### src/rtl/sequencer_pkg.sv
// Shared types and constants for the chart sequencer slice.
// Chord constants name the common power-chord fret patterns used by chart authors.
package sequencer_pkg;

  typedef enum logic [1:0] {
    ST_IDLE  = 2'd0,
    ST_ARMED = 2'd1,
    ST_PLAY  = 2'd2,
    ST_DONE  = 2'd3
  } seq_state_t;

  localparam int DEFAULT_LANES = 5;

  localparam logic [DEFAULT_LANES-1:0] CHORD_A5   = 5'b00111;
  localparam logic [DEFAULT_LANES-1:0] CHORD_G5   = 5'b01011;
  localparam logic [DEFAULT_LANES-1:0] CHORD_REST = '0;

endpackage

### src/rtl/chart_ram.sv
// Single-clock chart storage: one write port, one synchronous read port.
// Read-first: a same-edge write to the read address returns the previous contents.
module chart_ram
  import sequencer_pkg::*;
#(
  parameter int LANES = DEFAULT_LANES,
  parameter int STEPS = 128,
  localparam int AW   = $clog2(STEPS)
) (
  input  logic             clk,
  input  logic             i_wr_en,
  input  logic [AW-1:0]    i_wr_addr,
  input  logic [LANES-1:0] i_wr_data,
  input  logic [AW-1:0]    i_rd_addr,
  output logic [LANES-1:0] o_rd_data
);

  logic [LANES-1:0] r_mem [STEPS];
  logic [LANES-1:0] r_rd_data;

  always_ff @(posedge clk) begin
    if (i_wr_en) begin
      r_mem[i_wr_addr] <= i_wr_data;
    end
    r_rd_data <= r_mem[i_rd_addr];
  end

  assign o_rd_data = r_rd_data;

endmodule

### src/rtl/chart_sequencer.sv
// Runtime-programmable note chart with an eighth-beat step sequencer.
// Each accepted tick travels a two-stage pipeline so step, exp_notes and note_valid land together.
module chart_sequencer
  import sequencer_pkg::*;
#(
  parameter int LANES  = DEFAULT_LANES,
  parameter int STEPS  = 128,
  parameter int STEP_W = $clog2(STEPS),
  parameter int LOOP_W = 8
) (
  input  logic              clk,
  input  logic              resetn,
  input  logic              beat_tick,
  input  logic              start,
  input  logic              stop,
  input  logic              loop_mode,
  input  logic [STEP_W-1:0] last_step,
  input  logic              wr_en,
  input  logic [STEP_W-1:0] wr_addr,
  input  logic [LANES-1:0]  wr_data,
  output logic [LANES-1:0]  exp_notes,
  output logic              note_valid,
  output logic [STEP_W-1:0] step,
  output logic              playing,
  output logic              done,
  output logic [LOOP_W-1:0] loop_count
);

  seq_state_t        r_state;
  seq_state_t        w_next_state;
  logic [STEP_W-1:0] r_cur;
  logic [STEP_W-1:0] w_next_cur;
  logic [LOOP_W-1:0] r_loop_cnt;
  logic              w_loop_inc;

  logic              w_issue;
  logic              w_issue_fin;
  logic [STEP_W-1:0] w_issue_addr;
  logic              w_flush;
  logic [STEP_W-1:0] w_last_eff;
  logic              w_at_end;

  logic              r_s1_valid;
  logic              r_s1_fin;
  logic [STEP_W-1:0] r_s1_addr;
  logic              r_s2_valid;
  logic              r_s2_fin;
  logic [STEP_W-1:0] r_s2_addr;
  logic [LANES-1:0]  w_rd_data;

  logic [LANES-1:0]  r_exp;
  logic              r_note_valid;
  logic [STEP_W-1:0] r_step;
  logic              r_done;

  logic              w_wr_en;

  assign w_wr_en    = wr_en & resetn;
  assign w_flush    = stop | start;
  assign w_last_eff = (last_step > STEP_W'(STEPS - 1)) ? STEP_W'(STEPS - 1) : last_step;
  // A last_step already behind the play position counts as reached.
  assign w_at_end   = (r_cur >= w_last_eff);

  chart_ram #(
    .LANES (LANES),
    .STEPS (STEPS)
  ) u_ram (
    .clk       (clk),
    .i_wr_en   (w_wr_en),
    .i_wr_addr (wr_addr),
    .i_wr_data (wr_data),
    .i_rd_addr (r_s1_addr),
    .o_rd_data (w_rd_data)
  );

  always_comb begin
    w_next_state = r_state;
    w_next_cur   = r_cur;
    w_loop_inc   = 1'b0;
    w_issue      = 1'b0;
    w_issue_fin  = 1'b0;
    w_issue_addr = '0;
    if (stop) begin
      w_next_state = ST_IDLE;
      w_next_cur   = '0;
    end else if (start) begin
      w_next_state = ST_ARMED;
      w_next_cur   = '0;
    end else if (beat_tick) begin
      case (r_state)
        ST_ARMED: begin
          w_next_state = ST_PLAY;
          w_next_cur   = '0;
          w_issue      = 1'b1;
        end
        ST_PLAY: begin
          if (!w_at_end) begin
            w_next_cur   = r_cur + STEP_W'(1);
            w_issue      = 1'b1;
            w_issue_addr = r_cur + STEP_W'(1);
          end else if (loop_mode) begin
            w_next_cur = '0;
            w_loop_inc = 1'b1;
            w_issue    = 1'b1;
          end else begin
            w_next_state = ST_DONE;
            w_issue      = 1'b1;
            w_issue_fin  = 1'b1;
          end
        end
        default: ;
      endcase
    end
  end

  always_ff @(posedge clk or negedge resetn) begin
    if (!resetn) begin
      r_state    <= ST_IDLE;
      r_cur      <= '0;
      r_loop_cnt <= '0;
    end else begin
      r_state <= w_next_state;
      r_cur   <= w_next_cur;
      if (start && !stop) begin
        r_loop_cnt <= '0;
      end else if (w_loop_inc && (r_loop_cnt != '1)) begin
        r_loop_cnt <= r_loop_cnt + LOOP_W'(1);
      end
    end
  end

  // Stage 1 holds the issued RAM address; stage 2 lines up with the RAM output.
  always_ff @(posedge clk or negedge resetn) begin
    if (!resetn) begin
      r_s1_valid <= 1'b0;
      r_s1_fin   <= 1'b0;
      r_s1_addr  <= '0;
      r_s2_valid <= 1'b0;
      r_s2_fin   <= 1'b0;
      r_s2_addr  <= '0;
    end else if (w_flush) begin
      r_s1_valid <= 1'b0;
      r_s1_fin   <= 1'b0;
      r_s2_valid <= 1'b0;
      r_s2_fin   <= 1'b0;
    end else begin
      r_s1_valid <= w_issue;
      r_s1_fin   <= w_issue_fin;
      r_s1_addr  <= w_issue_addr;
      r_s2_valid <= r_s1_valid;
      r_s2_fin   <= r_s1_fin;
      r_s2_addr  <= r_s1_addr;
    end
  end

  always_ff @(posedge clk or negedge resetn) begin
    if (!resetn) begin
      r_exp        <= '0;
      r_note_valid <= 1'b0;
      r_step       <= '0;
      r_done       <= 1'b0;
    end else if (w_flush) begin
      r_exp        <= '0;
      r_note_valid <= 1'b0;
      r_step       <= '0;
      r_done       <= 1'b0;
    end else if (r_s2_valid && r_s2_fin) begin
      r_exp        <= '0;
      r_note_valid <= 1'b0;
      r_done       <= 1'b1;
    end else if (r_s2_valid) begin
      r_exp        <= w_rd_data;
      r_note_valid <= |w_rd_data;
      r_step       <= r_s2_addr;
      r_done       <= 1'b0;
    end else begin
      r_note_valid <= 1'b0;
      r_done       <= 1'b0;
    end
  end

  assign exp_notes  = r_exp;
  assign note_valid = r_note_valid;
  assign step       = r_step;
  assign playing    = (r_state == ST_ARMED) || (r_state == ST_PLAY);
  assign done       = r_done;
  assign loop_count = r_loop_cnt;

endmodule

### config.mk
export PLATFORM = sky130hd
export DESIGN_NAME = chart_sequencer
export DESIGN_NICKNAME = d
export VERILOG_FILES = /design/src/rtl/sequencer_pkg.sv /design/src/rtl/chart_ram.sv /design/src/rtl/chart_sequencer.sv
export SDC_FILE = /design/constraint.sdc
export NUM_CORES = 1
export LEC_CHECK = 0
export BUFFER_PORTS_ARGS = -buffer_cell sky130_fd_sc_hd__buf_2
export CAP_MARGIN = 30
export CORE_MARGIN = 2
export CORE_UTILIZATION = 41
export DETAILED_ROUTE_END_ITERATION = 16
export HOLD_SLACK_MARGIN = 0.05
export PLACE_DENSITY = 0.56
export SYNTH_ARGS = -nofsm -noshare
export SYNTH_HDL_FRONTEND = slang
export SYNTH_SLANG_ARGS = --single-unit
export TNS_END_PERCENT = 50
### constraint.sdc
create_clock -name clk -period 5 [get_ports clk]
set_input_delay 0.75 -clock clk [delete_from_list [all_inputs] [get_ports clk]]
set_output_delay 0.75 -clock clk [all_outputs]
set_load 0.02 [all_outputs]
* After elaboration in Yosys (flattened, before gate mapping)
Memories as Yosys holds them, arrays and structs flattened. A register that Yosys moved wholly into a read port is not among the register bits.
Cells that the tools add are included.
** Storage, ports and cells
- Register bits after elaboration :: 49
- Bits in latches :: 0
- Memory bits (writable) :: 640
- Bits in read-only memories :: 0
- Input port bits :: 26
- Word-level logic and storage cells :: 95
- Memories :: 1
** Memories
- u_ram.r_mem :: depth 128, width 5, rd ports 1, clocked after Yosys merged registers in 1, wr ports 1, RTL line chart_ram.sv:18 : logic [LANES-1:0] r_mem [STEPS];
** Operators by class
- $add $sub $neg :: 2
- Multiply operators :: 0
- Div/mod/pow operators :: 0
- Magnitude comparators :: 2
- Equality and inequality tests :: 7
- Shifts and indexed selects :: 0
- Mux-type cells :: 53
- Bitwise operators :: 2
- Reduce and logical (&&, ||, !) cells :: 15
** Operator list (count)
- 7-bit two-way mux :: 14
- 1-bit two-way mux :: 27
- 8-bit two-way mux :: 2
- 5-bit two-way mux :: 3
- 7-bit one-hot mux with 2 select lines :: 1
- 2-bit two-way mux :: 5
- 8-bit by 1-bit adder with 8-bit output (second input constant) :: 1
- 4-bit != test (second input constant) :: 2
- 8-bit != test (second input constant) :: 1
- 7-bit by 1-bit adder with 7-bit output (second input constant) :: 1
- 7-bit greater-or-equal comparator :: 1
- 7-bit > comparator (second input constant) :: 1
- 3-bit nonzero test :: 2
- 5-bit != test (second input constant) :: 1
- 5-bit OR reduction :: 1
- 2-bit one-hot mux with 2 select lines :: 1
- 4-bit AND reduction :: 1
- 2-bit nonzero test :: 2
- 4-bit nonzero test :: 1
- 1-bit logical AND :: 3
- 3-bit AND reduction :: 1
- 2-bit by 1-bit equality test with 1-bit output (second input constant) :: 1
- 2-bit equality test (second input constant) :: 1
- 2-bit != test (second input constant) :: 1
- other kinds (6) :: 6

* Depth between registers and ports, before layout
- Depth after elaboration :: 11
- Mapped depth :: 10
- Depth with buffers taken out :: 8

* Cells and area by module
Synthesis repeated with hierarchy kept, for this count alone.
** Second synthesis, totals
- Cell total of the unflattened synthesis :: 1339
- Area total of the unflattened synthesis :: 27420.0 um^2
** By module, submodules not included
- chart_ram :: instances 1, cells each 1090, area each 25060.3 um^2
- chart_sequencer :: instances 1, cells each 249, area each 2359.8 um^2

* Least setup slack after synthesis
OpenSTA, ideal clock, no wires.
- Path type :: input-to-reg
- From :: in last_step[5]
- To :: reg r_state[1]
- Arrival time :: 2.248 ns
- Required time :: 4.880 ns
- Slack :: 2.631 ns
- Cell stages on the path :: 8
- Cell sequence :: inv_1 ha_1 a21o_1 a221oi_1 o21a_1 clkbuf_1 o21ai_0 o211a_1
** Between the ends
- Word-level cells in the longest chain between the ends :: 5
** RTL lines
- start, declared :: RTL line chart_sequencer.sv:17 : input logic [STEP_W-1:0] last_step,
- 7-bit > comparator :: RTL line chart_sequencer.sv:60 : assign w_last_eff = (last_step > STEP_W'(STEPS - 1)) ? STEP_W'(STEPS - 1) : last_step;
- 7-bit two-way mux * :: RTL line chart_sequencer.sv:60
- 7-bit greater-or-equal comparator * :: RTL line chart_sequencer.sv:62 : assign w_at_end = (r_cur >= w_last_eff);
- 4-bit != test (no source line) *
- 4-bit AND reduction (no source line) *
- end signal, assigned :: RTL line chart_sequencer.sv:122 : r_state <= w_next_state;
- end, declared :: RTL line chart_sequencer.sv:29 : seq_state_t r_state;
Mark *: on every way between the ends. The rest lies on a longest branch, timed or not.
A chain may end at the register's enable or synchronous reset.

==> results.yml <==
detailed_routing:
  drt_pass1_iterations: 5
  vias: 14110
  via_per_inst: 5.572
  drtIter0Drc: 1330
  finalWirelength_mm: 62.93
  post_drt_wl_per_cell_um: 24.85
  drtAntennaViolNets: 0
  drc: 0
logic_synthesis:
  synth_seq_cells: 694
  synth-simple-area-share_pct: 5.859
  synth_cell_types: 51
  synth_compound_area_share_pct: 4.646
  syn_avg_cell_area_um2: 17.96
  yosysMostFrequentCell: "edfxtp_1"
  synthArstFlopShare_pct: 7.061
  synth_fa_ha_area_share_pct: 0.4542
  synth_nets: 1570
  synth_edf_count: 640
  synth-xor-area-share_pct: 0
  synth_commonest_cells: "640 x edfxtp_1, 162 x nor2_1, 120 x mux4_2"
  syn-instance-count: 1534
  synthMuxAreaShare_pct: 12.79
  yosys.area.top_type: "edfxtp_1"
  yosysWarnings: 0
  synth_area_um2: 27550
  synth_seq_area_share_pct: 74.58
  synth-main-ff-cell: "edfxtp_1"
  synth.area.top_cells: "edfxtp_1 70%, mux4_2 9.8%, dfrtp_1 4.5%"
  synth.top_cell.area_share_pct: 69.76
  synth_top_family_by_area: "multiplexers"
timing:
  tightestPinTransition_ns: 0.9784
  rsz0062_at_grt: "no"
  period_share_pct: 67.98
  skew_ns: 0.02672
  setup_tns_ns: 0
  relSlewSlack_pct: 34.48
  timing.fmax_mhz: 294.2
  slew_violations: 0
  final_hold_viol_count: 0
  setup_viol: 0
  min_period_ns: 3.399
power_and_ir_drop:
  vdd_ir_drop_max_mv: 0.2979
  p_per_area_nw_per_um2: 376.6
  power_leakage_nw: 9.750
global_routing:
  grt_overflow: 0
  antenna_found_initial: 0
  grt_pass1_vias: 14360
  grt_max_degree: 89
  grt_pass1_wl_mm: 94.21
  track_usage_pct: 18.28
worst_setup_path:
  worstSetupPathDepth: 6
  required_ns: 5.49
  cp-startpoint: "r_s1_addr[0]"
  critPathBufInv: 0
  cp.arrival_ns: 3.89
  max_stage_delay_ns: 0.97
  worst_setup_path_end_kind: "register"
  rrSetupSlack_ns: 1.60
  crit_family: "compound AO/OA/AOI/OAI gates"
  crit_chain: "mux4_2 > a22o_1 > a221oi_1 > o22ai_1 > a221o_1 > a221o_1"
  cp_slowest_cell: "dfrtp_4"
  crit_top_cell: "a221o_1"
  r2r-start: "r_s1_addr[0]"
  r2r_cells: 6
  timing.rr.end: "u_ram.o_rd_data[1]"
  crit_type: "register to register"
  crit_fanout: 42
  worstSetupStartpointType: "register"
clock_tree:
  cts-root-buf: "clkbuf_16"
  numCtsBuffers: 72
  cts.htree.levels: 3
  hold_buffers: 0
  cts_tree: "done"
  worstSkewPairLatency_ns: 0.62
  cts.sink_count: 694
  cts.clk_slew.worst_paths_ns: 0.06
  postCtsResizedCells: 0
  cts_setup_buffers: 0
  clk_path_buf_depth: 3
die:
  num_rows: 95
  io_pins: 49
  die_h_um: 263.2
  start_util_pct: 41.24
  die_area_um2: 69280
  core_area_um2: 66800
  die_x_um: 263.2
final_layout:
  drive_above_1_share_pct: 18.20
  instances_no_fill: 2532
  nets: 1643
  fill_cells: 5694
  n_antenna_cell: 0
  area_growth_pct: 12.66
flow_run:
  drv_cap: 0
placement:
  gp_congestion: 0.8036
  numPortBuffers: 48
  dp.cells: 2403
  dp_hpwl_mm: 39.49
hold_path:
  min_path_type: "primary input to async pin"
status:
  outcome: "finished clean"
-- power breakdown --
part | total [W] | switching (W) | internal, W
Combinational | 0.000239 | 0.000179 | 0.0000597
Sequential | 0.00636 | 0.00000901 | 0.00635
Clock | 0.00509 | 0.00215 | 0.00294
Total | 0.0117 | 0.00234 | 0.00935
-- state kept, by name (all words and copies together), names as in the netlist, 5 cells and up --
signal / flops
loop_count: 8
r_cur: 7
exp_notes: 5
u_ram.o_rd_data: 5
r_s2_addr: 7
r_s1_addr: 7
u_ram.r_mem: 640
step: 7
-- layout make-up --
cell class	count	area (um^2)	share of cell area (%)
clock buffer	92	1941	6.253
clock inverter	34	255.2	0.8224
inverter	17	63.81	0.2056
sequential	694	20550	66.22
timing repair buffer	77	574.3	1.850
multi-input combinational	745	6558	21.13
tap	873	1092	3.519
-- how the worst max path moves through the flow --
stage	to
after global placement	u_ram.o_rd_data[1]
after CTS	u_ram.o_rd_data[1]
final	u_ram.o_rd_data[1]
after floorplan	r_state[1]
after global routing	u_ram.o_rd_data[1]
after detailed placement	u_ram.o_rd_data[1]
-- stage by stage --
stage                     worst slack [ns]  utilization [%]  hold slack, ns  cell area [um^2]  power, W
after floorplan                      2.631                -          0.4277             27550  0.006571
after global placement               1.555            43.02          0.4422             28740  0.006718
after detailed placement             1.514            43.09          0.4516             28790  0.006725
after CTS                            1.494            46.38          0.2633             30980   0.01179
after global routing                 1.345            46.46          0.3104             31040   0.01201
final                                1.601            46.46          0.2744             31040   0.01169
-- logic make-up (layout without fill, tap and decap cells) --
logic type                 Yosys count  in the layout
AOI/OAI and AO/OA                  170            170
adders and majority gates           10             10
buffers and inverters               95            220
DFF                                694            694
muxes                              202            202
and+or+nand+nor                    363            363
-- worst reg2reg max path: stages (launching register included) --
cell	delay, ns
dfrtp_4	0.97
mux4_2	0.72
a22o_1	0.27
a221oi_1	0.52
o22ai_1	0.15
a221o_1	0.35
a221o_1	0.29
-- cells in the final DEF (no fill, tap or decap), types with 25 or more instances in the layout --
cell       synthesis  layout
nand3_1           48      48
mux2i_1           82      82
buf_2             17      43
dfrtp_1           49      47
edfxtp_1         640     640
nor2_1           162     161
mux4_2           120     120
clkbuf_16          0      75
a21oi_1           25      25
nand2_1           84      84
a22oi_1           51      51
-- metal layers --
layer	part of all wire [%]	global-route usage, %
met1	44	25.62
met4	2.0	4.772
met5	0	0
met2	48	29.39
met3	5.5	3.695
Note: power is estimated with default switching activity, not from simulation.
